==> src/rtl/det_engine_nxn.sv <==
// det_engine_nxn: signed determinant of a 2x2 or 3x3 matrix.
// The engine fetches elements one per cycle from a combinational ROM and
// evaluates the determinant with a single shared signed multiplier.
// A 3x3 request first builds three 2x2 minors and then three cofactor
// products. A 2x2 request uses two products.
module det_engine_nxn #(
    parameter int DW = 8,
    parameter int AW = 4
) (
    input  logic            clk,
    input  logic            rst,
    input  logic            start,
    input  logic            mode,
    input  logic [AW-1:0]   start_address,
    output logic [AW-1:0]   mem_addr,
    input  logic [DW-1:0]   mem_data,
    output logic            busy,
    output logic            done,
    output logic [3*DW:0]   out
);

    localparam int OW = 3*DW + 1;
    localparam int MW = 2*DW + 1;

    typedef enum logic [1:0] {IDLE, LOAD, COMPUTE, DONE} state_t;

    state_t                state;
    logic [3:0]            cnt;
    logic                  mode_q;
    logic signed [DW-1:0]  elem [0:8];
    logic signed [MW-1:0]  minor0, minor1, minor2;
    logic signed [OW-1:0]  acc;

    logic signed [DW-1:0]  op_a;
    logic signed [MW-1:0]  op_b;
    logic                  sub;
    logic                  fresh;
    logic [1:0]            tgt;
    logic signed [OW-1:0]  ext_a, ext_b, prod, base, step;
    logic [3:0]            last_load, last_comp;

    function automatic logic signed [MW-1:0] sext_e(input logic signed [DW-1:0] v);
        return {{(MW-DW){v[DW-1]}}, v};
    endfunction

    assign last_load = mode_q ? 4'd8 : 4'd3;
    assign last_comp = mode_q ? 4'd8 : 4'd1;

    // Per-cycle multiply schedule: pick operands, add/subtract, and the register being built
    always_comb begin
        op_a  = '0;
        op_b  = '0;
        sub   = 1'b0;
        fresh = 1'b0;
        tgt   = 2'd3;
        if (!mode_q) begin
            case (cnt)
                4'd0:    begin op_a = elem[0]; op_b = sext_e(elem[3]); fresh = 1'b1; end
                4'd1:    begin op_a = elem[1]; op_b = sext_e(elem[2]); sub = 1'b1; end
                default: ;
            endcase
        end else begin
            case (cnt)
                4'd0:    begin op_a = elem[4]; op_b = sext_e(elem[8]); fresh = 1'b1; tgt = 2'd0; end
                4'd1:    begin op_a = elem[5]; op_b = sext_e(elem[7]); sub = 1'b1;   tgt = 2'd0; end
                4'd2:    begin op_a = elem[3]; op_b = sext_e(elem[8]); fresh = 1'b1; tgt = 2'd1; end
                4'd3:    begin op_a = elem[5]; op_b = sext_e(elem[6]); sub = 1'b1;   tgt = 2'd1; end
                4'd4:    begin op_a = elem[3]; op_b = sext_e(elem[7]); fresh = 1'b1; tgt = 2'd2; end
                4'd5:    begin op_a = elem[4]; op_b = sext_e(elem[6]); sub = 1'b1;   tgt = 2'd2; end
                4'd6:    begin op_a = elem[0]; op_b = minor0; fresh = 1'b1; end
                4'd7:    begin op_a = elem[1]; op_b = minor1; sub = 1'b1; end
                4'd8:    begin op_a = elem[2]; op_b = minor2; end
                default: ;
            endcase
        end
    end

    // Shared multiplier and accumulate step; the full-width result cannot overflow
    always_comb begin
        ext_a = {{(OW-DW){op_a[DW-1]}}, op_a};
        ext_b = {{(OW-MW){op_b[MW-1]}}, op_b};
        prod  = ext_a * ext_b;
        case (tgt)
            2'd0:    base = {{(OW-MW){minor0[MW-1]}}, minor0};
            2'd1:    base = {{(OW-MW){minor1[MW-1]}}, minor1};
            2'd2:    base = {{(OW-MW){minor2[MW-1]}}, minor2};
            default: base = acc;
        endcase
        if (fresh) base = '0;
        step = sub ? (base - prod) : (base + prod);
    end

    // Controller FSM with registered outputs, element capture and accumulation
    always_ff @(posedge clk) begin
        if (rst) begin
            state    <= IDLE;
            cnt      <= '0;
            mode_q   <= 1'b0;
            mem_addr <= '0;
            busy     <= 1'b0;
            done     <= 1'b0;
            out      <= '0;
            minor0   <= '0;
            minor1   <= '0;
            minor2   <= '0;
            acc      <= '0;
            for (int i = 0; i < 9; i++) elem[i] <= '0;
        end else begin
            done <= 1'b0;
            case (state)
                IDLE, DONE: begin
                    if (start) begin
                        mode_q   <= mode;
                        mem_addr <= start_address;
                        cnt      <= '0;
                        busy     <= 1'b1;
                        state    <= LOAD;
                    end else begin
                        state    <= IDLE;
                    end
                end
                LOAD: begin
                    elem[cnt] <= mem_data;
                    mem_addr  <= mem_addr + 1'b1;
                    if (cnt == last_load) begin
                        cnt   <= '0;
                        state <= COMPUTE;
                    end else begin
                        cnt   <= cnt + 4'd1;
                    end
                end
                COMPUTE: begin
                    case (tgt)
                        2'd0:    minor0 <= step[MW-1:0];
                        2'd1:    minor1 <= step[MW-1:0];
                        2'd2:    minor2 <= step[MW-1:0];
                        default: acc    <= step;
                    endcase
                    if (cnt == last_comp) begin
                        out   <= step;
                        done  <= 1'b1;
                        busy  <= 1'b0;
                        cnt   <= '0;
                        state <= DONE;
                    end else begin
                        cnt   <= cnt + 4'd1;
                    end
                end
                default: state <= IDLE;
            endcase
        end
    end

endmodule

==> config.mk <==
export PLATFORM = sky130hd
export DESIGN_NAME = det_engine_nxn
export DESIGN_NICKNAME = d
export VERILOG_FILES = /design/src/rtl/det_engine_nxn.sv
export SDC_FILE = /design/constraint.sdc
export NUM_CORES = 1
export LEC_CHECK = 0
export ABC_AREA = 1
export BUFFER_PORTS_ARGS = -buffer_cell sky130_fd_sc_hd__buf_2
export CORE_ASPECT_RATIO = 0.9
export CORE_UTILIZATION = 40
export DETAILED_ROUTE_END_ITERATION = 6
export GPL_ROUTABILITY_DRIVEN = 0
export GPL_TIMING_DRIVEN = 0
export RECOVER_POWER = 100
export SETUP_SLACK_MARGIN = 0.2
export SYNTH_ARGS = -nofsm -noshare
export SYNTH_HDL_FRONTEND = slang
export SYNTH_SLANG_ARGS = --single-unit
==> constraint.sdc <==
create_clock -name clk -period 11.3 [get_ports clk]
set_clock_uncertainty 0.15 [all_clocks]
set_input_delay 1.695 -clock clk [delete_from_list [all_inputs] [get_ports clk]]
set_output_delay 1.695 -clock clk [all_outputs]
set_load 0.005 [all_outputs]
======== Word level (Yosys, flattened, before mapping) ========
Memories as Yosys holds them, arrays and structs flattened.
Index checks and enable logic that the tools add are counted.
word-level totals
  bits in writable memories ............... 72
  bits in registers ....................... 114
  logic and storage cells ................. 107
  memories kept ........................... 1
  input bits .............................. 16
  output and inout port bits .............. 31
cells by class
  equality and inequality tests ........... 18
  multiplexer cells ....................... 41
  bitwise logic cells ..................... 2
  multipliers ............................. 1
  reductions and logical operators ........ 29
  add/sub/neg operators ................... 4
memories
  memory  words  width  rd ports  clocked after Yosys merged registers in  write ports  line  text
  elem    9      8      9         0                                        9            30    logic signed [DW-1:0] elem [0:8];
operator list
  cell                 count
  $pmux 17 s6          1
  $pmux 25 s3          1
  $mux 25              2
  $pmux 8 s6           1
  $pmux 17 s2          1
  $mux 4               7
  $add 25x25->25       1
  $mul 8x17->25        1
  $sub 25x25->25       1
  $reduce_or 2->1      11
  $mux 17              1
  $eq 4x3->1 const B   4
  $mux 1               16
  $mux 8               2
  $pmux 8 s2           1
  $reduce_and 2->1     8
  $pmux 2 s3           2
  $pmux 4 s3           1
  $add 4x1->4 const B  2
  $eq 4x2->1 const B   2
  $eq 4x4->1           2
  $pmux 4 s2           1
  $reduce_or 4->1      2
  $reduce_or 8->1      1
  13 further kinds     23

======== Longest topological paths before layout ========
  depth after elaboration ................. 9
  depth in mapped cells ................... 51
  mapped depth without buffers ............ 50

======== Least setup slack after synthesis ========
Ideal clock, no wire load.
  path type ............................... register to register
  start ................................... register cnt[0]
  end ..................................... register minor1[16]
  path slack .............................. 3.683 ns
  path buffers ............................ 3
  data arrival time ....................... 7.351 ns
  required time ........................... 11.034 ns
  cell stages (with the launch flop) ...... 44
  library setup time ...................... 0.116 ns
  period minus slack after synthesis ...... 7.617 ns
  path through ............................ dfxtp_1 inv_1 ha_1 and3_1 buf_2 inv_2 o21ai_0 a221oi_1 a41o_1 buf_2 buf_2 nor2_1 fa_1 inv_1 fa_1 inv_1 fa_1 inv_1 [... 8 more ...] nor2_1 nand2_1 nor3_2 nand2_1 nand2_1 xnor2_1 inv_1 ha_1 nand2_1 nor4_1 a21oi_1 o21ai_1 inv_1 o21ai_1 or2_2 nand3_1 o211ai_1 inv_1
between the ends
  word-level cells in the longest chain between the ends .. 9
  elaborated cells between the ends (all ways) .. 44
  those cells by class .................... add/sub: 2; mul: 1; eq/ne: 10; mux: 17; reduce/logical: 14
RTL lines
  element                                                line  text
  start, declared                                        28    logic [3:0] cnt;
  start signal, assigned                                 129   cnt <= cnt + 4'd1;
  start signal, assigned                                 146   cnt <= cnt + 4'd1;
  branches (longest 9 deep; another with $mul 8x17->25)  --
  end signal, assigned                                   135   2'd1: minor1 <= step[MW-1:0];
  end, declared                                          31    logic signed [MW-1:0] minor0, minor1, minor2;
Parallel ways; which one is timed is not known.
A chain may end at the register's enable or synchronous reset.

======== Final worst setup path ========
  start ................................... register cnt[0]
  end ..................................... register minor2[15]
between the ends
  word-level cells in the longest chain between the ends .. 9
  elaborated cells between the ends (all ways) .. 44
  those cells by class .................... add/sub: 2; mul: 1; eq/ne: 10; mux: 17; reduce/logical: 14
RTL lines
  element                                                line  text
  branches (longest 9 deep; another with $mul 8x17->25)  --
  end signal, assigned                                   136   2'd2: minor2 <= step[MW-1:0];
  end, declared                                          31
Parallel ways; which one is timed is not known.

==> impl_metrics.env <==
export IMPL_cts_buffers_inserted=17
export IMPL_areaGrowthSynthToFinish_pct=8.914
export IMPL_tritoncts="yes"
export IMPL_syn_area_per_cell_sq_um=7.473
export IMPL_antenna_cells=0
export IMPL_grt_max_degree=20
export IMPL_gr_usage_all_layers_pct=24.32
export IMPL_dp_hpwl_um=38340
export IMPL_drc=0
export IMPL_drive_gt1_share_pct=6.612
export IMPL_core_area_sq_um=38630
export IMPL_antenna_found_initial=0
export IMPL_fin_crit_sh_pct=91.14
export IMPL_die_x_um=211.5
export IMPL_endpoint="minor2[15]"
export IMPL_slew_viol_final=0
export IMPL_cts_root_buffer="clkbuf_16"
export IMPL_gr_total_overflow=0
export IMPL_post_drt_wl_per_cell_um=17.65
export IMPL_h_tree_depth=4
export IMPL_path_max_fanout=10
export IMPL_ys_seq_area_share_pct=28.12
export IMPL_drv_cap=0
export IMPL_synth_area_leaders="dfxtp_1 14%, fa_1 14%, edfxtp_1 14%, nand2_1 9.5%, inv_1 9.3%"
export IMPL_synth_cell_type_count=58
export IMPL_timing_rr_start="cnt[0]"
export IMPL_nets=2385
export IMPL_slew_headroom_pct=32.61
export IMPL_clk_latency_ns=0.46
export IMPL_antenna_left=0
export IMPL_worst_slew_pin_slew_ns=0.9854
export IMPL_fp_dieH_um=190.6
export IMPL_initialDrtViolationCount=1382
export IMPL_rsz0062_at_grt="no"
export IMPL_vias_per_cell=5.286
export IMPL_hold_path_class="flip-flop to flip-flop"
export IMPL_std_cell_rows=68
export IMPL_reg2regPathDepth=40
export IMPL_cts_resized=0
export IMPL_reg2reg_to="minor2[15]"
export IMPL_grt_pass1_wl_um=75440
export IMPL_synth_nets=2320
export IMPL_postCtsSetupBuffers=0
export IMPL_fp_dieArea_sq_um=40310
export IMPL_synth_top_area_cell="dfxtp_1"
export IMPL_synth_top_flop_cell="dfxtp_1"
export IMPL_fin_crit_ns=10.30
export IMPL_synth_edf_count=72
export IMPL_grt_pass1_vias=13500
export IMPL_drt_pass1_iter_count=5
export IMPL_crit_arrival_ns=10.55
export IMPL_synth_async_reset_ratio_pct=0
export IMPL_worstHoldStart="busy"
export IMPL_io_buffer_count=46
export IMPL_cp_start_kind="flip-flop"
export IMPL_outcome="finished, final reports clean"
export IMPL_ios=47
export IMPL_slowest_stage="a2111oi_0"
export IMPL_fmax_mhz=97.09
export IMPL_end_kind="flip-flop"
export IMPL_rrSetupSlack_ns=1.00
export IMPL_required_ns=11.55
export IMPL_ys_warn_count=0
export IMPL_synth_top_area_share_pct=14.44
export IMPL_synthesis_area_sq_um=15810
export IMPL_critical_path_class="flip-flop to flip-flop"
export IMPL_hold_violations=0
export IMPL_cpMostUsedCell="inv_1"
export IMPL_syn_inst=2115
export IMPL_critPathMaxStageDelay_ns=0.88
export IMPL_initial_utilization_pct=40.92
export IMPL_cts_sinks=186
export IMPL_tns_ns=0
export IMPL_ys_ff_latch=186
export IMPL_hold_buffers=0
export IMPL_clk_pin_slew_ns=0.08
export IMPL_routed_wl_um=47970
export IMPL_setup_violations=0
export IMPL_cp_startpoint="cnt[0]"
export IMPL_vias=14370
export IMPL_ctsLongestPathBuffers=2
[cells in the mapped netlist (all sizes together) (32+ instances only)]
library cell and n:
nand2 413, nor2 283, clkbuf 38, a21oi 122, o21ai 110, inv 410, fa 111, o211ai 41
edfxtp 72, dfxtp 114, ha 78, nand3 87, xor2 32
[critical path, delay by kind of cell, from the launching register on]
kind | cells | cell delay [ns]
buffers and inverters | 11 | 1.53
flip-flops | 1 | 0.37
adder cells (fa/ha/maj) | 7 | 2.89
XOR/XNOR | 2 | 0.82
AO/OA/AOI/OAI | 6 | 2.03
AND/OR/NAND/NOR | 14 | 2.44
[per-stage QoR]
stage / utilization (%) / instance area, sq um / cells / hold WS [ns] / setup slack [ns]
3_5_place_dp: 43.21 / 16690 / 2686 / 0.3022 / 1.637
6_report: 44.56 / 17210 / 2718 / 0.3071 / 1.001
2_1_floorplan: - / 15810 / 2115 / 0.2940 / 3.683
4_1_cts: 44.69 / 17260 / 2718 / 0.3125 / 1.602
3_3_place_gp: 43.21 / 16690 / 2686 / 0.2954 / 1.623
5_1_grt: 44.56 / 17210 / 2718 / 0.3436 / 0.3941
[layout by cell type (no fill, tap or decap), types with 8 or more instances in the layout]
| cell | Yosys | final |
|---|---|---|
| inv_1 | 391 | 392 |
| clkinv_1 | 9 | 9 |
| xor2_1 | 32 | 32 |
| xnor2_1 | 16 | 16 |
| nor2_1 | 271 | 274 |
| edfxtp_1 | 72 | 72 |
| o221ai_1 | 10 | 10 |
| ha_1 | 78 | 78 |
| nand2_1 | 401 | 402 |
| nand3b_1 | 8 | 8 |
| nand3_1 | 81 | 83 |
| o21ai_1 | 9 | 8 |
| buf_2 | 18 | 55 |
| a221oi_1 | 23 | 23 |
| a31oi_1 | 12 | 12 |
| clkbuf_16 | 0 | 17 |
| nand4_1 | 21 | 21 |
| a22o_1 | 13 | 13 |
| a2111oi_0 | 9 | 9 |
| inv_2 | 18 | 17 |
| fa_1 | 111 | 111 |
| o21ai_0 | 95 | 96 |
| o211ai_1 | 41 | 41 |
| a21oi_1 | 121 | 121 |
| dfxtp_1 | 114 | 114 |
| clkbuf_1 | 38 | 47 |
[kinds of logic after synthesis]
family / count (synthesis) / share of synthesized area, %
xor+xnor: 48 / 2.660
simple gates: 833 / 22.29
flops: 186 / 28.12
compound gates: 379 / 15.04
fa+ha+maj: 189 / 20.23
buf+inv: 480 / 11.65
[per-layer routing]
metal / up-vias / global-route usage [%] / routed length [um]
met5: - / 0 / 0
met4: 0 / 7.163 / 1083
met3: 71 / 4.183 / 3430
met2: 535 / 37.22 / 20760
met1: 6823 / 34.92 / 22690
li1: 6937 / - / -
[sequential cells by signal (all words and copies together) (netlist names)]
register  cells
minor0       17
state         2
elem         72
acc          25
busy          1
minor1       17
minor2       17
mem_addr      4
out          25
mode_q        1
cnt           4
done          1
[worst min path at each step]
stage,end,slack (ns),cells after the start
2_1_floorplan,minor2[4],0.29,2
3_3_place_gp,busy,0.30,2
3_5_place_dp,busy,0.30,2
4_1_cts,busy,0.31,2
5_1_grt,busy,0.34,2
6_report,busy,0.31,2
[layout make-up]
| class | instances | area [sq um] |
|---|---|---|
| multi-input cells | 1449 | 9480 |
| well taps | 525 | 656.9 |
| plain buffers | 61 | 266.5 |
| clock buffers | 17 | 425.4 |
| inverters | 419 | 1575 |
| fillers | 4063 | 21410 |
| flip-flops and latches | 186 | 4444 |
| repair buffers | 46 | 219.0 |
| clock inverters | 15 | 146.4 |
Power is not shown: default switching activity piles up to over one toggle a cycle in this logic, so the estimate is an artifact.
